[config.mk]
export PLATFORM = sky130hd
export DESIGN_NAME = fetch_sequencer
export DESIGN_NICKNAME = d
export VERILOG_FILES = /design/src/rtl/fetch_sequencer.sv
export SDC_FILE = /design/constraint.sdc
export NUM_CORES = 1
export LEC_CHECK = 0
export ABC_AREA = 1
export BUFFER_PORTS_ARGS = -buffer_cell sky130_fd_sc_hd__buf_4
export CAP_MARGIN = 10
export CORE_ASPECT_RATIO = 1.5
export CORE_MARGIN = 8
export CORE_UTILIZATION = 54
export DETAILED_ROUTE_END_ITERATION = 12
export PLACE_DENSITY = 0.85
export SLEW_MARGIN = 20
export SYNTH_ARGS = -nofsm -noshare
export SYNTH_HDL_FRONTEND = slang
export SYNTH_SLANG_ARGS = --single-unit
[constraint.sdc]
create_clock -name clk -period 1.8 [get_ports clk]
set_input_delay 0.27 -clock clk [delete_from_list [all_inputs] [get_ports clk]]
set_output_delay 0.27 -clock clk [all_outputs]
set_load 0.02 [all_outputs]
[src/rtl/fetch_sequencer.sv]
// Program counter and fetch controller for the program ROM; queues {pc, instruction} for decode.
// Latency ROM->instr_valid 1 cycle; push stalls (pc holds) when the buffer is full and decode is not popping.
// Optional breakpoint unit enabled by defining FETCH_BREAKPOINT_EN.
module fetch_sequencer #(
    parameter int ADDR_W   = 12,
    parameter int DATA_W   = 16,
    parameter int DEPTH    = 2,
    parameter int RESET_PC = 0
) (
    input  logic              clk,
    input  logic              rst_n,
    output logic [ADDR_W-1:0] code_address,
    input  logic [DATA_W-1:0] instruction,
    output logic [DATA_W-1:0] instr_out,
    output logic [ADDR_W-1:0] instr_pc,
    output logic              instr_valid,
    input  logic              instr_ready,
    input  logic              redirect_valid,
    input  logic [ADDR_W-1:0] redirect_addr,
    input  logic              halt_req,
`ifdef FETCH_BREAKPOINT_EN
    input  logic [ADDR_W-1:0] bp_addr,
    input  logic              bp_enable,
    input  logic              bp_resume,
`endif
    output logic              halted
);

    localparam int PTR_W = $clog2(DEPTH);
    localparam int CNT_W = $clog2(DEPTH) + 1;

    typedef enum logic {RUN, HALT} state_t;

    typedef struct packed {
        logic [ADDR_W-1:0] pc;
        logic [DATA_W-1:0] instr;
    } entry_t;

    state_t            state_q;
    logic [ADDR_W-1:0] pc_q, pc_d;
    entry_t            mem_q [DEPTH];
    logic [PTR_W-1:0]  wr_q, rd_q;
    logic [CNT_W-1:0]  count_q;
    logic              full, pop, push, bp_hit;

`ifdef FETCH_BREAKPOINT_EN
    logic bp_halt_q;
    logic skip_q;
    // skip_q lets the breakpointed word through once after resume.
    assign bp_hit = (state_q == RUN) && bp_enable && (pc_q == bp_addr) && !skip_q;
`else
    assign bp_hit = 1'b0;
`endif

    always_comb begin
        full = (count_q == CNT_W'(DEPTH));
        pop  = instr_valid && instr_ready;
        push = (state_q == RUN) && !halt_req && !redirect_valid && !bp_hit && (!full || pop);
        pc_d = pc_q;
        if (redirect_valid) begin
            pc_d = redirect_addr;
        end else if (push) begin
            pc_d = pc_q + 1'b1;
        end
    end

    always_ff @(posedge clk or negedge rst_n) begin
        if (!rst_n) begin
            state_q <= RUN;
            pc_q    <= ADDR_W'(RESET_PC);
            wr_q    <= '0;
            rd_q    <= '0;
            count_q <= '0;
            for (int i = 0; i < DEPTH; i++) begin
                mem_q[i] <= '0;
            end
`ifdef FETCH_BREAKPOINT_EN
            bp_halt_q <= 1'b0;
            skip_q    <= 1'b0;
`endif
        end else begin
            pc_q <= pc_d;
            // A redirect flushes everything, including a same-cycle pop.
            if (redirect_valid) begin
                wr_q    <= '0;
                rd_q    <= '0;
                count_q <= '0;
            end else begin
                if (push) begin
                    mem_q[wr_q] <= '{pc: pc_q, instr: instruction};
                    wr_q        <= wr_q + 1'b1;
                end
                if (pop) begin
                    rd_q <= rd_q + 1'b1;
                end
                count_q <= count_q + {{(CNT_W-1){1'b0}}, push} - {{(CNT_W-1){1'b0}}, pop};
            end

`ifdef FETCH_BREAKPOINT_EN
            if (skip_q && (pc_d != pc_q)) begin
                skip_q <= 1'b0;
            end
`endif
            case (state_q)
                RUN: begin
                    if (halt_req || bp_hit) begin
                        state_q <= HALT;
                    end
`ifdef FETCH_BREAKPOINT_EN
                    bp_halt_q <= bp_hit;
`endif
                end
                HALT: begin
`ifdef FETCH_BREAKPOINT_EN
                    if (bp_halt_q) begin
                        if (bp_resume && !halt_req) begin
                            state_q   <= RUN;
                            bp_halt_q <= 1'b0;
                            skip_q    <= 1'b1;
                        end
                    end else if (!halt_req) begin
                        state_q <= RUN;
                    end
`else
                    if (!halt_req) begin
                        state_q <= RUN;
                    end
`endif
                end
                default: state_q <= RUN;
            endcase
        end
    end

    assign code_address = pc_q;
    assign instr_out    = mem_q[rd_q].instr;
    assign instr_pc     = mem_q[rd_q].pc;
    assign instr_valid  = (count_q != '0);
    assign halted       = (state_q == HALT);

    a_no_overflow: assert property (@(posedge clk) disable iff (!rst_n)
        (push && full) |-> pop);
    a_head_stable: assert property (@(posedge clk) disable iff (!rst_n)
        (instr_valid && !instr_ready && !redirect_valid) |=> ($stable(instr_out) && $stable(instr_pc)));

endmodule
* Word level (Yosys, flattened, before mapping) *
Index checks and enable logic that the tools add are counted.

word-level totals
  bits in registers = 73
  latch bits = 0
  RAM bits = 0
  bits in read-only memories = 0
  bits of input ports = 33
  output and inout bits = 42
  memories kept = 0

operators by class
  $add $sub $neg = 5
  multipliers = 0
  divide/modulo/power cells = 0
  magnitude comparators = 3
  equality and inequality tests = 1
  shift operators = 0
  multiplexer cells = 14
  bitwise logic cells = 4
  reduce and logical (&&, ||, !) cells = 13

operator list
  cell                                                                   number
  28-bit 2-to-1 mux                                                      4
  56-bit bitwise mux                                                     1
  28-bit demux with 1-bit select                                         1
  12-bit 2-to-1 mux                                                      2
  12-bit by 1-bit adder with 12-bit output (second input constant)       1
  2-bit nonzero test                                                     3
  1-bit logical AND                                                      5
  1-bit 2-to-1 mux                                                       5
  2-bit >= comparator (second input constant)                            2
  1-bit NOT with 2-bit output                                            2
  1-bit zero test                                                        3
  1-bit adder (second input constant)                                    2
  2-bit by 1-bit adder with 2-bit output                                 1
  2-bit == test (second input constant)                                  1
  2-bit by 1-bit < comparator with 1-bit output (second input constant)  1
  2-bit 2-to-1 mux                                                       1
  1-bit NOT                                                              2
  2-bit AND reduction                                                    1
  2-bit by 1-bit subtractor with 2-bit output                            1
  1-bit logical OR                                                       1

* Depth between registers and ports, before layout *
Gate-level depths: netlist (run 1).

  depth in word-level cells = 7
  gate-level depth with buffers = 10
  depth with buffers taken out = 9

* Worst setup path after synthesis (run 1) *
OpenSTA, ideal clock, no wires.

  path type = reg2reg
  from = register state_q, in the netlist halted
  to = register count_q[1]
  library setup time = 0.131 ns
  arrival time = 1.597 ns
  setup slack = 0.072 ns
  cell stages (with the launch flop) = 11
  path buffers = 1
  period minus slack after synthesis = 1.728 ns
  path through = dfrtp_1 -> inv_1 -> nand2_1 -> nor2_2 -> nand2_4 -> buf_2 -> ha_1 -> inv_1 -> ha_1 -> xor2_1 -> nor2_1

between the ends
  longest elaborated chain between the ends = 7

RTL lines
  item                                         RTL line  text
  start, declared                              39        state_t state_q;
  start signal, assigned                       69        state_q <= RUN;
  start signal, assigned                       107       state_q <= HALT;
  start signal, assigned                       126       state_q <= RUN;
  1-bit NOT                                    --
  1-bit logical AND (3 in a row)               58        push = (state_q == RUN) && !halt_req && !redirect_valid && !bp_hit && (!full || pop);
  2-bit by 1-bit adder with 2-bit output       96        count_q <= count_q + {{(CNT_W-1){1'b0}}, push} - {{(CNT_W-1){1'b0}}, pop};
  2-bit by 1-bit subtractor with 2-bit output  96
  2-bit 2-to-1 mux                             84        if (redirect_valid) begin
  end signal, assigned                         96
  end, declared                                43        logic [CNT_W-1:0] count_q;

No other way between the ends.
A chain may end at the register's enable or synchronous reset.

* Final worst setup path (run 1) *
  from = register rd_q
  to = output instr_pc[11]

between the ends
  longest elaborated chain between the ends = 4

RTL lines
  item                                                  RTL line  text
  start, declared                                       42        logic [PTR_W-1:0] wr_q, rd_q;
  start signal, assigned                                94        rd_q <= rd_q + 1'b1;
  1-bit NOT with 2-bit output (implied by the code)     137       assign instr_pc = mem_q[rd_q].pc;
  28-bit 2-to-1 mux (implied by the code) (3 in a row)  137
  end, declared                                         15        output logic [ADDR_W-1:0] instr_pc,

No other way between the ends. The select of a mux whose other input is x is not followed.

==> impl_summary.txt, run 1 <==
----------------------------------------------------
[STA]
  Worst slew margin relative to its limit ... 0.673
  Number of max-slew violations in the final report ... 0
  Shortest period the worst path allows ... 1700 ps
  Worst Clk Skew ... between 10 and 15 ps
  RSZ-0062 raised after global routing ... no
  Slew at the pin with the worst max-slew slack ... around 490 ps
  Setup violation total in the final timing report ... 0
  Worst Hold Slack ... roughly 62 ps
  Highest clock rate ... between 500 and 600 MHz
  Portion of the clock cycle consumed by the worst path in the final layout ... 0.945
  Final number of hold-violating endpoints ... 0
  Setup total negative slack ... 0 ps

[Global route]
  Number of global-route vias before repair ... about 3100
  First-pass GRT wire length ... 13.7 mm
  Number of antenna violations at the first check in global routing ... 0
  GRT Residual Overflow ... 0
  Maximum number of pins on one net before global-route repair ... 44
  GRT Util Overall ... 0.183

[Layout]
  Diode count ... 0
  P&R area growth vs syn ... 23.4%
  Footprint of the flip-flops and latches ... ~1800 sq um
  Fillers ... between 500 and 600
  Final Cell Area ... ~4400 sq um
  Share of layout cells above drive strength 1 ... 0.193
  Net total in the final layout ... 564
  Area occupied by multi-input gates ... approximately 1400 sq um

[Yosys]
  Fraction of registers with async set or reset after synthesis ... 1.00
  Yosys top cell by area ... dfrtp_1
  FF+latch count, synth ... between 70 and 80
  Syn Area/Cell ... about 7.8 sq um
  Largest cells by area after synthesis ... dfrtp_1, nand2_1, o21ai_0
  YS warnings ... 0
  Net count after synthesis ... around 490
  Top cell type's share of synthesized area ... 0.515
  Commonest cells post-synth ... nand2_1, dfrtp_1, o21ai_0
  Sequential-to-total area share from yosys stat ... 0.515
  Post-synth EDFFs ... 0
  Distinct cell type count after synthesis ... 24
  Synth Instances ... about 460
  Post-Syn Area ... roughly 3500 sq um
  Leading cell type by number of instances after synthesis ... nand2_1
  Most used DFF post-synth ... dfrtp_1

[Status]
  Result of the run ... complete, no violations

[Setup path]
  Maximum net fanout on the critical path ... 37
  Library cell contributing the largest single delay on the critical path ... dfrtp_1
  Start point of the critical path ... rd_q
  Critical Path End Type ... primary output
  WP data arrival ... around 1400 ps
  Critical-path cell list ... buf_4 -> o21ai_0 -> buf_4
  Register-to-Register Path Depth ... 7
  Capturing point of the worst reg2reg path ... code_address[8]
  Sort of element at the start of the critical path ... flip-flop
  Maximum cell stage delay along the critical path ... 380 ps
  Source of the worst register-to-register timing path ... count_q[0]
  Reg-to-reg setup timing slack ... 230 ps
  Most prevalent standard cell on the critical path ... buf_4
  Data required, critical path ... 1530 ps
  Type of the worst setup path ... reg2out
  Critical Path End ... instr_pc[11]

[Clock tree]
  CTS tree ... built
  Count of buffers added by post-CTS timing repair for setup ... 0
  Clock tree root driver cell ... clkbuf_8
  H-tree Lvls ... 3
  Clock sink count ... 73
  Longest Clk Path Bufs ... 2
  Clock slew at the register clock pins of the worst setup and hold paths ... roughly 60 ps
  TritonCTS buffer count ... 9
  Number of hold buffers added after CTS ... 1
  Clock latency reported for the late side of the worst-skew pair ... between 300 and 400 ps
  Cts repair resizes ... 0

[Routing]
  Drt initial violations ... between 200 and 300
  DRC viols ... 0
  Vias ... about 3200
  Post-detailed-route via-to-cell ratio ... 5.21
  Detailed-router iteration count before antenna repair ... 4
  Aggregate routed wire length ... 8.29 mm
  Post-DR wirelength/cell ... 13.6 um
  Number of antenna-violating nets in the routed design ... 0

[Run]
  Max_cap viols ... 0

[Floorplanning]
  Floorplan core area ... between 6000 and 7000 sq um
  Total I/O pin count ... 75
  Standard-cell row count ... 36
  Starting Density ... 0.551
  DIE HEIGHT ... around 120 um
  Die outline width ... 82.2 um
  Area enclosed by the die boundary ... between 9000 and 10000 sq um

[Power]
  Lkg Pwr ... about 2.2 nW
  Power density over the cells ... about 1300 nW/um^2
  Largest voltage drop on the vdd net ... approximately 0.00055 V

[Worst hold path]
  Path type of the worst min-delay path ... in2reg

[Placement]
  Placed cell areas ... approximately 4200 sq um
  IO Port Bufs ... 74
  Routability congestion estimate from global placement ... about 0.81
  Dpl hpwl ... roughly 5.9 mm

----------------------------------------------------
==> layer usage <==
metal  up-vias  wire, um  track usage
met5         -         0            0
met4         0       136       0.0882
met3        11       405       0.0274
met2        73      4360        0.319
met1      1503      3390        0.208
li1       1583         -            -
==> layout make-up <==
cell class              count  share of cell area
flip-flops and latches     73               0.417
multi-input cells         310               0.320
repair buffers             84               0.156
inverters                  50              0.0428
clock buffers              11              0.0300
well taps                  76              0.0217
clock inverters             5              0.0129
==> registers in the layout (all words and copies together), names as in the netlist <==
signal	flops
mem_q	56
code_address	12
count_q	2
halted	1
rd_q	1
wr_q	1
==> metrics by stage <==
stage / total power, mW / std cells / setup slack [ps] / utilization
after global placement: 4.57 / 592 / 274 / 0.649
after detailed placement: 4.67 / 592 / 209 / 0.649
after global routing: 6.23 / 609 / 22.6 / 0.680
after CTS: 5.89 / 609 / 90.5 / 0.680
final: 5.83 / 609 / 98.4 / 0.680
after floorplan: 3.71 / 457 / 71.7 / -
==> cells by family (layout without fill, tap and decap cells) <==
group / Yosys count / after routing / synth area share
AO/OA/AOI/OAI: 91 / 91 / 0.130
XOR/XNOR: 4 / 4 / 0.00987
adder cells (fa/ha/maj): 3 / 3 / 0.0106
buffers and inverters: 74 / 150 / 0.0906
flip-flops: 73 / 73 / 0.515
AND/OR/NAND/NOR: 212 / 212 / 0.244
==> how the worst min path moves through the flow <==
stage / endpoint / depth (start not counted) / slack (ps) / start
2_1_floorplan: code_address[0] / 0 / -30 / rst_n
3_3_place_gp: halted / 1 / 270 / rst_n
3_5_place_dp: count_q[1] / 1 / 270 / rst_n
4_1_cts: halted / 1 / 50 / halt_req
5_1_grt: halted / 1 / 50 / halt_req
6_report: halted / 1 / 60 / halt_req
==> cells in the final DEF (no fill, tap or decap) <==
cell / count
o21ai_0: 64
nor2_2: 1
dlygate4sd3_1: 1
inv_2: 2
nand2_1: 163
buf_12: 4
clkbuf_8: 9
bufinv_16: 1
dfrtp_1: 73
clkinv_4: 1
o21bai_1: 3
buf_4: 79
nor2_1: 13
nand2_4: 1
nand3_1: 30
ha_1: 3
clkinv_2: 2
nand4_1: 1
nor2_4: 2
clkinvlp_4: 1
inv_1: 47
xor2_1: 1
clkbuf_1: 2
o21ai_1: 21
clkinv_1: 1
a21oi_1: 3
nand3b_1: 1
xnor2_1: 3
==> critical path, delay by kind of cell, from the launching register on <==
family | cells | cell delay (ps)
flops | 1 | 380
buf+inv | 2 | 430
compound gates | 1 | 280
==> power breakdown <==
| part | internal, mW | switching, mW |
|---|---|---|
| sequential | 2.14 | 0.269 |
| combinational | 0.868 | 1.33 |
| clock | 0.638 | 0.583 |
| total | 3.65 | 2.18 |
Note: power is estimated with default switching activity, not from simulation.
==> run 2: changes to the inputs <==
RECOVER_POWER = 25   (was unset)
TNS_END_PERCENT = 30   (was unset)
==> run 2 against run 1 <==
Clock power about the same; critical endpoint unchanged; largest cell class unchanged; cell area fell by 0.14%; critical path type unchanged; register-to-register slack is essentially flat.
==> impl_summary.txt, run 2 (synthesized netlist as in run 1, its figures left out) <==
----------------------------------------------------
[Status]
  Result of the run ... complete, no violations

[Floorplanning]
  Floorplan core area ... 6440 sq um (unchanged)
  Total I/O pin count ... 75 (unchanged)
  Area enclosed by the die boundary ... 9470 sq um (unchanged)
  DIE HEIGHT ... 115 um (unchanged)
  Starting Density ... 0.551 (unchanged)
  Standard-cell row count ... 36 (unchanged)
  Die outline width ... 82.2 um (unchanged)

[STA]
  Worst Clk Skew ... 12.3 ps (-0.311 ps)
  Setup total negative slack ... 0 ps (unchanged)
  Number of max-slew violations in the final report ... 0 (unchanged)
  RSZ-0062 raised after global routing ... no
  Highest clock rate ... 588 MHz (about the same)
  Shortest period the worst path allows ... 1700 ps (-0.749 ps)
  Worst Hold Slack ... 89.1 ps (+27.2 ps)
  Setup violation total in the final timing report ... 0 (unchanged)
  Worst slew margin relative to its limit ... 0.369 (-0.305)
  Portion of the clock cycle consumed by the worst path in the final layout ... 0.945 (about the same)
  Post-layout worst setup margin ... 99.1 ps (+0.749 ps)
  Slew at the pin with the worst max-slew slack ... 947 ps (+457 ps)
  Final number of hold-violating endpoints ... 0 (unchanged)

[Layout]
  Top library cells by usage in the layout, fill and taps aside ... nand2_1, buf_4, dfrtp_1, o21ai_0, inv_1
  P&R area growth vs syn ... 23.3%
  Share of layout cells above drive strength 1 ... 0.191 (-0.00188)
  Final std cells w/o fill ... 609 (unchanged)
  Largest reg by FF count ... mem_q
  Commonest non-fill, non-tap cell in the layout ... nand2_1
  Max FFs per register ... 56 (unchanged)
  Diode count ... 0 (unchanged)
  Net total in the final layout ... 564 (unchanged)

[Routing]
  Post-detailed-route via-to-cell ratio ... 5.17 (-0.60%)
  Aggregate routed wire length ... 8.26 mm (-0.40%)
  DRC viols ... 0 (unchanged)
  Drt initial violations ... 258 (-0.39%)
  Number of antenna-violating nets in the routed design ... 0 (unchanged)
  Post-DR wirelength/cell ... 13.6 um (-0.40%)
  Vias ... 3151 (-0.60%)
  Detailed-router iteration count before antenna repair ... 4 (unchanged)

[Run]
  Max_cap viols ... 0 (unchanged)

[Clock tree]
  H-tree Lvls ... 3 (unchanged)
  CTS tree ... built
  Clock slew at the register clock pins of the worst setup and hold paths ... 60 ps (about the same)
  Clock latency reported for the late side of the worst-skew pair ... 350 ps (about the same)
  TritonCTS buffer count ... 9 (unchanged)
  Clock tree root driver cell ... clkbuf_8
  Longest Clk Path Bufs ... 2 (unchanged)
  Clock sink count ... 73 (unchanged)

[Placement]
  Worst slack after detailed placement ... 209 ps (unchanged)
  IO Port Bufs ... 74 (unchanged)
  Inst Count DP ... 592 (unchanged)
  Dpl hpwl ... 5.87 mm (unchanged)
  Routability congestion estimate from global placement ... 0.815 (unchanged)

[Setup path]
  Source of the worst register-to-register timing path ... count_q[0]
  Buf+Inv Stages, Crit Path ... 2 (unchanged)
  Reg-to-reg setup timing slack ... 230 ps (about the same)
  Data required, critical path ... 1530 ps (about the same)
  WP data arrival ... 1430 ps (about the same)
  Sort of element at the start of the critical path ... flip-flop
  Register-to-Register Path Depth ... 7 (unchanged)
  Maximum cell stage delay along the critical path ... 380 ps (about the same)
  Maximum net fanout on the critical path ... 37 (unchanged)
  Critical Path End Type ... primary output
  Library cell contributing the largest single delay on the critical path ... dfrtp_1
  Type of the worst setup path ... reg2out
  Most prevalent standard cell on the critical path ... buf_4
  Capturing point of the worst reg2reg path ... code_address[8]
  Critical-path cell list ... buf_4 -> o21ai_0 -> buf_4
  Worst path top cell family by delay ... buffers and inverters

[Power]
  Power density over the cells ... 1330 nW/um^2 (about the same)
  Lkg Pwr ... 2.23 nW (-0.19%)
  Largest voltage drop on the vdd net ... 0.000555 V (+0.29%)

[Global route]
  Number of global-route vias before repair ... 3128 (unchanged)
  GRT Util Overall ... 0.183 (unchanged)
  Maximum number of pins on one net before global-route repair ... 44 (unchanged)
  Number of antenna violations at the first check in global routing ... 0 (unchanged)
  First-pass GRT wire length ... 13.7 mm (unchanged)
  GRT Residual Overflow ... 0 (unchanged)

[Worst hold path]
  Path type of the worst min-delay path ... in2reg
  Startpoint of the tightest hold check path ... halt_req
  Capture endpoint of the worst hold path ... halted
  Number of cells traversed by the worst hold path ... 1 (unchanged)

----------------------------------------------------
run 2: worst max-delay path by stage:
stage,slack (ps),from,end,depth (start not counted)
floorplan,70,halted,count_q[1],10
finish,100,rd_q,instr_pc[11],3
CTS,90,rd_q,instr_pc[0],3
detailed placement,210,redirect_valid,count_q[1],10
global placement,270,redirect_valid,count_q[1],10
global route,20,rd_q,instr_out[4],4
run 2: layout make-up:
cell class	instances	area (sq um)
clock buffers	11	131
clock inverters	5	56.3
fillers	559	2070
inverters	50	188
multi-input cells	310	1400
flip-flops and latches	73	1830
well taps	76	95.1
repair buffers	84	677
run 2: repair_timing:
action,CTS,global route
hold buffers,1,0
endpoints found under the setup margin,0,0
endpoints found under the hold margin,36,0
resized for setup,0,0
buffers inserted,0,0
run 2: routing by layer:
| layer | wire [um] | global-route usage | share of wire |
|---|---|---|---|
| met5 | 0 | 0 | 0 |
| met4 | 136 | 0.0882 | 0.016 |
| met3 | 439 | 0.0274 | 0.053 |
| met2 | 4340 | 0.319 | 0.53 |
| met1 | 3340 | 0.208 | 0.40 |
run 2: metrics by stage:
step / util / total power [mW] / instance area [sq um]
finish: 0.679 / 5.83 / 4370
global route: 0.679 / 6.23 / 4370
CTS: 0.680 / 5.89 / 4380
detailed placement: 0.649 / 4.67 / 4180
global placement: 0.649 / 4.57 / 4180
floorplan: - / 3.71 / 3550
run 2: power breakdown:
group          internal, mW  switching (mW)  leakage (nW)  total, mW
logic                 0.867            1.33          1.21       2.20
registers              2.14           0.269         0.919       2.41
clock network         0.638           0.583        0.0933       1.22
total                  3.65            2.18          2.23       5.83
